## src/rtl/fft_frame_ctrl.sv

```systemverilog
// fft_frame_ctrl: front-end frame controller for a multi-channel streaming FFT core.
// Each frame issues one config word, waits CONFIG_LATENCY cycles, and then
// frames the input stream to exactly N = 2^nfft beats. Short records are
// zero-padded and long records are truncated, with the excess drained.
// The core output is passed straight through to the host stream.
//
// Optional feature macro: FFT_SCALING_EN. It adds scale_sch, which is
// replicated per channel into the config word and widens CFG_WIDTH.
//
// Ports:
//   aclk, aresetn             clock, async active-low reset
//   start/nfft_log2/fwd_inv   frame request, sampled in IDLE
//   s_axis_*                  sample stream in
//   fft_cfg_*                 config channel to the core
//   fft_s_*                   data channel to the core
//   fft_m_* / m_axis_*        core output, combinational pass-through
//   busy, frame_count, pad_count, truncated   status
module fft_frame_ctrl #(
  parameter int MAX_FFT_LEN    = 8192,
  parameter int FFT_CHANNELS   = 2,
  parameter int DATA_WIDTH     = 32,
  parameter int CONFIG_LATENCY = 16,
  parameter int MIN_LOG2       = 3,
  localparam int LOG2_MAX      = $clog2(MAX_FFT_LEN),
`ifdef FFT_SCALING_EN
  localparam int SCH_W         = 2 * ((LOG2_MAX + 1) / 2),
  localparam int CFG_WIDTH     = ((8 + FFT_CHANNELS + FFT_CHANNELS * SCH_W + 7) / 8) * 8,
`else
  localparam int CFG_WIDTH     = 16,
`endif
  localparam int DW            = FFT_CHANNELS * DATA_WIDTH
) (
  input  logic                  aclk,
  input  logic                  aresetn,
  input  logic                  start,
  input  logic [4:0]            nfft_log2,
  input  logic                  fwd_inv,
`ifdef FFT_SCALING_EN
  input  logic [SCH_W-1:0]      scale_sch,
`endif
  input  logic [DW-1:0]         s_axis_tdata,
  input  logic                  s_axis_tvalid,
  input  logic                  s_axis_tlast,
  output logic                  s_axis_tready,
  output logic [CFG_WIDTH-1:0]  fft_cfg_tdata,
  output logic                  fft_cfg_tvalid,
  input  logic                  fft_cfg_tready,
  output logic [DW-1:0]         fft_s_tdata,
  output logic                  fft_s_tvalid,
  output logic                  fft_s_tlast,
  input  logic                  fft_s_tready,
  input  logic [DW-1:0]         fft_m_tdata,
  input  logic                  fft_m_tvalid,
  input  logic                  fft_m_tlast,
  output logic                  fft_m_tready,
  output logic [DW-1:0]         m_axis_tdata,
  output logic                  m_axis_tvalid,
  output logic                  m_axis_tlast,
  input  logic                  m_axis_tready,
  output logic                  busy,
  output logic [15:0]           frame_count,
  output logic [LOG2_MAX:0]     pad_count,
  output logic                  truncated
);

  localparam int CW = LOG2_MAX + 1;
  localparam int LW = $clog2(CONFIG_LATENCY + 1);

  typedef enum logic [2:0] {IDLE, CONFIG, CFG_WAIT, WR_DATA, ZP_DATA, DRAIN, RD_DATA} state_t;

  state_t          state, state_nxt;
  logic [4:0]      nfft, nfft_clamped;
  logic            fwd;
  logic [CW-1:0]   beat_cnt;
  logic [CW-1:0]   n_last;
  logic [LW-1:0]   wait_cnt;
  logic            last_beat;
  logic            core_beat;
  logic [CFG_WIDTH-1:0] cfg_word;
`ifdef FFT_SCALING_EN
  logic [SCH_W-1:0] sch;
`endif

  // core output path never depends on the frame state
  assign m_axis_tdata  = fft_m_tdata;
  assign m_axis_tvalid = fft_m_tvalid;
  assign m_axis_tlast  = fft_m_tlast;
  assign fft_m_tready  = m_axis_tready;

  assign busy      = (state != IDLE);
  assign n_last    = CW'((1 << nfft) - 1);
  assign last_beat = (beat_cnt == n_last);
  assign core_beat = fft_s_tvalid & fft_s_tready;

  always_comb begin
    nfft_clamped = nfft_log2;
    if (nfft_log2 < 5'(MIN_LOG2))      nfft_clamped = 5'(MIN_LOG2);
    else if (nfft_log2 > 5'(LOG2_MAX)) nfft_clamped = 5'(LOG2_MAX);
  end

  // config word is built from latched values, so it is stable while CONFIG waits
  always_comb begin
    cfg_word      = '0;
    cfg_word[4:0] = nfft;
    for (int c = 0; c < FFT_CHANNELS; c++) begin
      cfg_word[8 + c] = fwd;
`ifdef FFT_SCALING_EN
      cfg_word[8 + FFT_CHANNELS + c * SCH_W +: SCH_W] = sch;
`endif
    end
  end

  always_ff @(posedge aclk or negedge aresetn) begin
    if (!aresetn) begin
      state       <= IDLE;
      nfft        <= '0;
      fwd         <= 1'b0;
      beat_cnt    <= '0;
      wait_cnt    <= '0;
      frame_count <= '0;
      pad_count   <= '0;
      truncated   <= 1'b0;
`ifdef FFT_SCALING_EN
      sch         <= '0;
`endif
    end else begin
      state     <= state_nxt;
      truncated <= (state == DRAIN) && s_axis_tvalid && s_axis_tlast;
      if (state == IDLE && start) begin
        nfft      <= nfft_clamped;
        fwd       <= fwd_inv;
        beat_cnt  <= '0;
        pad_count <= '0;
`ifdef FFT_SCALING_EN
        sch       <= scale_sch;
`endif
      end
      if (state == CONFIG)        wait_cnt <= '0;
      else if (state == CFG_WAIT) wait_cnt <= wait_cnt + 1'b1;
      if (core_beat) beat_cnt <= beat_cnt + 1'b1;
      if (state == ZP_DATA && core_beat) pad_count <= pad_count + 1'b1;
      if (state == RD_DATA && fft_m_tvalid && m_axis_tready && fft_m_tlast)
        frame_count <= frame_count + 16'd1;
    end
  end

  always_comb begin
    state_nxt      = state;
    s_axis_tready  = 1'b0;
    fft_s_tvalid   = 1'b0;
    fft_s_tdata    = '0;
    fft_s_tlast    = 1'b0;
    fft_cfg_tvalid = 1'b0;
    fft_cfg_tdata  = '0;
    case (state)
      IDLE:     if (start) state_nxt = CONFIG;
      CONFIG: begin
        fft_cfg_tvalid = 1'b1;
        fft_cfg_tdata  = cfg_word;
        if (fft_cfg_tready) state_nxt = CFG_WAIT;
      end
      CFG_WAIT: if (wait_cnt == LW'(CONFIG_LATENCY - 1)) state_nxt = WR_DATA;
      WR_DATA: begin
        s_axis_tready = fft_s_tready;
        fft_s_tvalid  = s_axis_tvalid;
        fft_s_tdata   = s_axis_tdata;
        fft_s_tlast   = last_beat;
        if (s_axis_tvalid && fft_s_tready) begin
          if (last_beat)         state_nxt = s_axis_tlast ? RD_DATA : DRAIN;
          else if (s_axis_tlast) state_nxt = ZP_DATA;
        end
      end
      ZP_DATA: begin
        fft_s_tvalid = 1'b1;
        fft_s_tlast  = last_beat;
        if (fft_s_tready && last_beat) state_nxt = RD_DATA;
      end
      DRAIN: begin
        s_axis_tready = 1'b1;
        if (s_axis_tvalid && s_axis_tlast) state_nxt = RD_DATA;
      end
      RD_DATA:  if (fft_m_tvalid && m_axis_tready && fft_m_tlast) state_nxt = IDLE;
      default:  state_nxt = IDLE;
    endcase
  end

endmodule

```

## config.mk

```make
export PLATFORM = sky130hd
export DESIGN_NAME = fft_frame_ctrl
export DESIGN_NICKNAME = d
export VERILOG_FILES = /design/src/rtl/fft_frame_ctrl.sv
export SDC_FILE = /design/constraint.sdc
export NUM_CORES = 1
export LEC_CHECK = 0
export ABC_AREA = 1
export ABC_CLOCK_PERIOD_IN_PS = 2840
export BUFFER_PORTS_ARGS = -buffer_cell sky130_fd_sc_hd__buf_2
export CAP_MARGIN = 10
export CELL_PAD_IN_SITES_DETAIL_PLACEMENT = 1
export CELL_PAD_IN_SITES_GLOBAL_PLACEMENT = 1
export CORE_ASPECT_RATIO = 1.5
export CORE_MARGIN = 2
export CORE_UTILIZATION = 27
export CTS_CLUSTER_SIZE = 28
export DETAILED_ROUTE_END_ITERATION = 8
export GPL_TIMING_DRIVEN = 0
export PLACE_DENSITY = 0.82
export SYNTH_ARGS = -nofsm -noshare
export SYNTH_HDL_FRONTEND = slang
export SYNTH_SLANG_ARGS = --single-unit
```

## constraint.sdc

```tcl
create_clock -name aclk -period 2.84 [get_ports aclk]
set_input_delay 0.426 -clock aclk [delete_from_list [all_inputs] [get_ports aclk]]
set_output_delay 0.426 -clock aclk [all_outputs]
set_load 0.01 [all_outputs]
```

# [Word-level counts from Yosys, hierarchy flattened]
# Cells that the tools add are included.
[totals] ff_bits=59 in_bits=144 out_inout_bits=183
[op_classes] add_sub_neg=5 magnitude_cmp=2 n_eq_ne=16 n_shift=1 n_mux=24 bitwise=1 n_reduce_logical=19
[op_table] operator="2-to-1 mux 64 bit" n=1
[op_table] operator="2-to-1 mux 14 bit" n=3
[op_table] operator="adder 14 x 1 -> 14 bit, second input constant" n=2
[op_table] operator="2-to-1 mux 3 bit" n=9
[op_table] operator="one-hot mux 3 bit (7 select lines)" n=1
[op_table] operator="2-to-1 mux 5 bit" n=4
[op_table] operator="adder 16 x 1 -> 16 bit, second input constant" n=1
[op_table] operator="equality test 14 bit" n=1
[op_table] operator="left shift 1 x 5 -> 14 bit, first input constant" n=1
[op_table] operator="subtractor 14 x 2 -> 14 bit, second input constant" n=1
[op_table] operator="logical AND 1 bit" n=12
[op_table] operator="2-to-1 mux 10 bit" n=1
[op_table] operator="equality test 3 bit, second input constant" n=3
[op_table] operator="inequality test 2 x 1 -> 1 bit, second input constant" n=4
[op_table] operator="AND reduction 8 bit" n=1
[op_table] operator="equality test 3 x 2 -> 1 bit, second input constant" n=2
[op_table] operator="inequality test 2 bit, second input constant" n=3
[op_table] operator="nonzero test 2 bit" n=3
[op_table] operator="adder 5 x 1 -> 5 bit, second input constant" n=1
[op_table] operator="equality test 5 x 4 -> 1 bit, second input constant" n=1
[op_table] operator="greater-than comparator 5 x 4 -> 1 bit, second input constant" n=1
[op_table] operator="< comparator 5 x 2 -> 1 bit, second input constant" n=1
[op_table] operator="one-hot mux 1 bit (2 select lines)" n=2
[op_table] operator="equality test 3 x 1 -> 1 bit, second input constant" n=1
[op_table] operator="7 further kinds" n=8

# [Longest topological paths before layout]
[depth] word_depth=6 depth_mapped=19 mapped_depth_nobuf=19

# [Worst setup path after synthesis]
# OpenSTA, ideal clock, no wires.
[synth_timing] path_kind="reg-to-output" start="register nfft[4]" end="output fft_s_tlast" t_arrival_ps=2063 required_time_ps=2414 slack_ps=351 stages_incl_launch_ff=17 path_cell_list="dfrtp_1 nor2_2 nand2_1 inv_1 nand2_1 ha_1 inv_1 nand2_1 nand2_1 nand3_1 nor2_1 nand2_1 nor2_1 nand2_1 nor3_2 nand2_2 a21oi_1"
[synth_between] elab_chain_len=4
[synth_rtl] element="start: declaration" line="72" rtl="logic [4:0] nfft, nfft_clamped;"
[synth_rtl] element="start signal: assignment" line="130" rtl="nfft <= nfft_clamped;"
[synth_rtl] element="left shift 1 x 5 -> 14 bit" line="91" rtl="assign n_last = CW'((1 << nfft) - 1);"
[synth_rtl] element="subtractor 14 x 2 -> 14 bit" line="91"
[synth_rtl] element="equality test 14 bit" line="92" rtl="assign last_beat = (beat_cnt == n_last);"
[synth_rtl] element="2-to-1 mux 1 bit" line="155" rtl="case (state)"
[synth_rtl] element="end: declaration" line="50" rtl="output logic fft_s_tlast,"
# No other way between the ends.

# [Final worst setup path]
# Same ends and word-level chain as after synthesis.

==> results summary <==
From synthesis to final layout, the design area changed by 44.4%. After technology mapping, the gate count stands at 684. At the end of routability-driven placement, the weighted congestion stood at 0.813. The die boundary width came out at roughly 110 µm.

The library cell with the highest instance count after synthesis is inv_1. After synthesis, the netlist uses 43 different library cells. The worst ir drop on vdd is between 0.0003 and 0.0004 V.

The initial core utilization is between 20% and 30%. The pin count of the biggest net entering global routing is 33. Hold repair after CTS inserted 0 buffers. The fraction of the cycle the final worst path needs is 101%.

Along the worst path, the maximum fanout reaches 3. The required arrival time at the worst endpoint is roughly 2.4 ns. For the finished layout, the period the worst path requires is approximately 2.9 ns. In this run the biggest area consumer among cell types represents a little under a third of the synthesized area. TritonCTS built the clock tree. The total power density per cell area is between 600 and 700 nW/µm². The largest total area in the synthesized netlist belongs to dfrtp_1. The total number of placement rows is 58. The number of top-level design ports is approximately 330. The number of standard cells in the layout, taps in and fillers out is 1187. The number of hold-slack violations in the final timing report came out at 0. The count of input and output buffers came out at 253. The worst clock skew came out at 0.00497 ns. The fraction of layout cells with a size suffix above 1 is 42.2%.

By area the synthesized netlist is led by dfrtp_1 (32%), buf_4 (12%), inv_1 (9.8%), nor2_1 (9.2%), nand2_1 (8.7%). Once routing completed, OpenROAD measured the worst setup slack at -0.0247 ns. The half-perimeter wire length after detailed placement is 13.9 mm. In this run the vertical extent of the chip is about 160 µm. The final layout contains routed wiring with a total length of 16.8 mm. The post-place setup slack came out at -0.111 ns. The most crowded layer after global routing is met2. The path depth of the worst reg2reg path came out at 21. The filler cell count in the final layout is around 2300. The setup check on the worst reg-to-reg path leaves a slack of between 0.2 and 0.3 ns. The transition time of the tightest slew-check pin is 0.787 ns. Setup repair after global routing could not meet its margin everywhere. The post-synthesis sequential area ratio came out at 31.7%. For this run, the top clock speed supported by timing is between 0.3 and 0.4 GHz. The mean routed wirelength per cell came out at approximately 14 µm. The synthesis-stage register bit count is 59.

The sum of overflow across all layers after global routing is 0. The detailed-route DRC error count is 0. The max-slew violation count is 0.

The number of setup violations in the final report is 1. The number of global-route vias before repair was between 5000 and 6000. Sorting the synthesized cells by how often they occur yields inv_1 (122), nor2_1 (114), nand2_1 (108). The relative max-transition margin is between 40% and 50%. The worst register-to-register path begins at nfft[4]. The cell area after technology mapping came out at about 4700 µm². For this run, the leading register cell type out of synthesis is dfrtp_1.

The latest clock arrival within the worst-skew pair is roughly 0.33 ns. The checks that failed: negative setup slack. Measured on the finished design, the core utilization comes to between 30% and 40%. The number of optimization iterations in the first detailed-route pass is 4. The total core area is 16800 µm². The clock net in this run drives a total of 59 sinks. The leakage dissipation is about 4.1 nW. The accumulated negative setup slack is -0.0247 ns. The arrival time at the worst endpoint came out at about 2.4 ns. The tool flagged a number of max-cap violations equal to 0. The buffer depth of the longest clock path is 2.

The post-route total power came out at ~0.0046 W. The global-route met3 utilization came out at roughly 5.0%. The run finished, with violations left. Global routing used about 20% of the available met1 tracks.

Global routing used between 10% and 20% of the available tracks. The type of element launching the critical path is a flop. The net total in the final layout came out at 1121.

The worst reg2reg path endpoint is state[0]. The root buffer cell chosen for the clock tree is clkbuf_16. The kind of path behind the tightest hold check is in2async. The met2 global-route usage came out at between 30% and 40%. The detailed router placed approximately 5300 vias in this run. The mean instance size in the synthesized netlist is 6.81 µm². The iteration-0 DRC count of the detailed router came out at ~190.

The number of warnings reported in the yosys synthesis log is 0. The number of H-tree branching levels is 3. The proportion of register bits with asynchronous set or reset after synthesis is between 90% and 100%. The post-CTS clock slew at the launch and capture registers of the worst setup and hold paths came out at 0.06 ns.

The initial antenna violation count came out at 0. The number of placed instances, taps included is approximately 1200. The number of flops mapped to enable cells by yosys came out at 0. The die outline area is ~18000 µm². The global-route wire length before repair is roughly 26 mm. The worst setup path is of the reg2out kind.

The CTS buffer count came out at 9. The remaining number of nets flagged by the antenna check after routing is 0. The per-cell via count in the routed design is 4.42. STA classifies the critical path endpoint as an output pin.
state kept, by name, summed over array words and instances, names as in the netlist:
register     flops
beat_cnt        14
wait_cnt         5
fwd              1
state            3
pad_count       14
frame_count     16
truncated        1
nfft             5
cells by family after synthesis:
kind of cell	after synthesis	share of synthesized area [%]
DFF	59	31.7
other	1	0.0805
AOI/OAI and AO/OA	66	8.35
and+or+nand+nor	314	30.4
adders and majority gates	6	1.61
muxes	3	0.672
xor gates and xnor gates	17	3.20
buffers and inverters	218	24.0
worst max-delay path, cell delays in order (launching register included):
cell     delay (ns)
dfrtp_2        0.43
nor2_4         0.13
nand2_2        0.08
inv_4          0.09
nand2_4        0.06
ha_4           0.25
inv_2          0.05
nand2_2        0.04
nand2_2        0.06
nand3_2        0.05
nor2_1         0.10
nand2_1        0.06
nor2_1         0.10
nand2_1        0.09
nor3_4         0.19
nand2_2        0.10
a21oi_2        0.11
buf_4          0.14
layout make-up:
class | instances | area, µm² | area share [%]
timing repair buffer | 268 | 1390 | 20.7
inverter | 129 | 489 | 7.27
sequential | 59 | 1480 | 22.0
clock buffer | 10 | 239 | 3.55
clock inverter | 6 | 63.8 | 0.949
antenna | 1 | 2.50 | 0.0372
tap | 210 | 263 | 3.91
buffer | 89 | 639 | 9.51
multi-input combinational | 415 | 2160 | 32.1
repair_timing:
item	in CTS	in global routing
cloned	0	0
pin swaps	8	11
resized for setup	16	8
endpoints found under the setup margin	1	7
setup buffers	13	3
endpoints found under the hold margin	0	0
per-stage QoR:
stage          hold WS [ns]  instance area [µm²]
6_report              0.170                 6730
5_1_grt               0.236                 6720
4_1_cts               0.195                 6690
3_5_place_dp          0.471                 6240
3_3_place_gp          0.460                 6220
2_1_floorplan         0.130                 4690
worst max-delay path by stage:
stage,from,endpoint,cells past startpoint
2_1_floorplan,nfft[4],fft_s_tlast,16
3_3_place_gp,nfft[4],fft_s_tlast,17
3_5_place_dp,nfft[4],fft_s_tlast,17
4_1_cts,nfft[3],fft_s_tlast,17
5_1_grt,nfft[4],fft_s_tlast,17
6_report,nfft[4],fft_s_tlast,17
layer usage:
| layer | part of all wire (%) | up-vias |
|---|---|---|
| li1 | - | 2593 |
| met1 | 38 | 2434 |
| met2 | 53 | 212 |
| met3 | 7.9 | 13 |
| met4 | 1.2 | 0 |
| met5 | 0 | - |
placed cells by master, fill, tap and decap left out, drive strengths merged, types with 2 or more instances in the layout:
cell type,netlist,routed
clkinv,1,2
dfrtp,59,59
nor2,123,123
a21oi,20,20
nor3,11,11
a31oi,2,2
xnor2,5,5
o21ai,31,31
conb,1,9
o22ai,2,2
clkbuf,9,19
nand3,49,49
mux2i,2,2
buf,80,348
and3,2,2
inv,128,130
ha,6,6
nand4,11,11
o31ai,2,2
a22oi,4,4
xor2,12,12
clkinvlp,0,2
nor4,4,4
nand2,112,112
power breakdown:
part           total (W)  switching [W]  internal [W]
clock network    0.00111       0.000410      0.000702
registers        0.00109       0.000135      0.000956
logic            0.00236        0.00146      0.000898
total            0.00456        0.00200       0.00256
(Power assumes the default switching activity.)
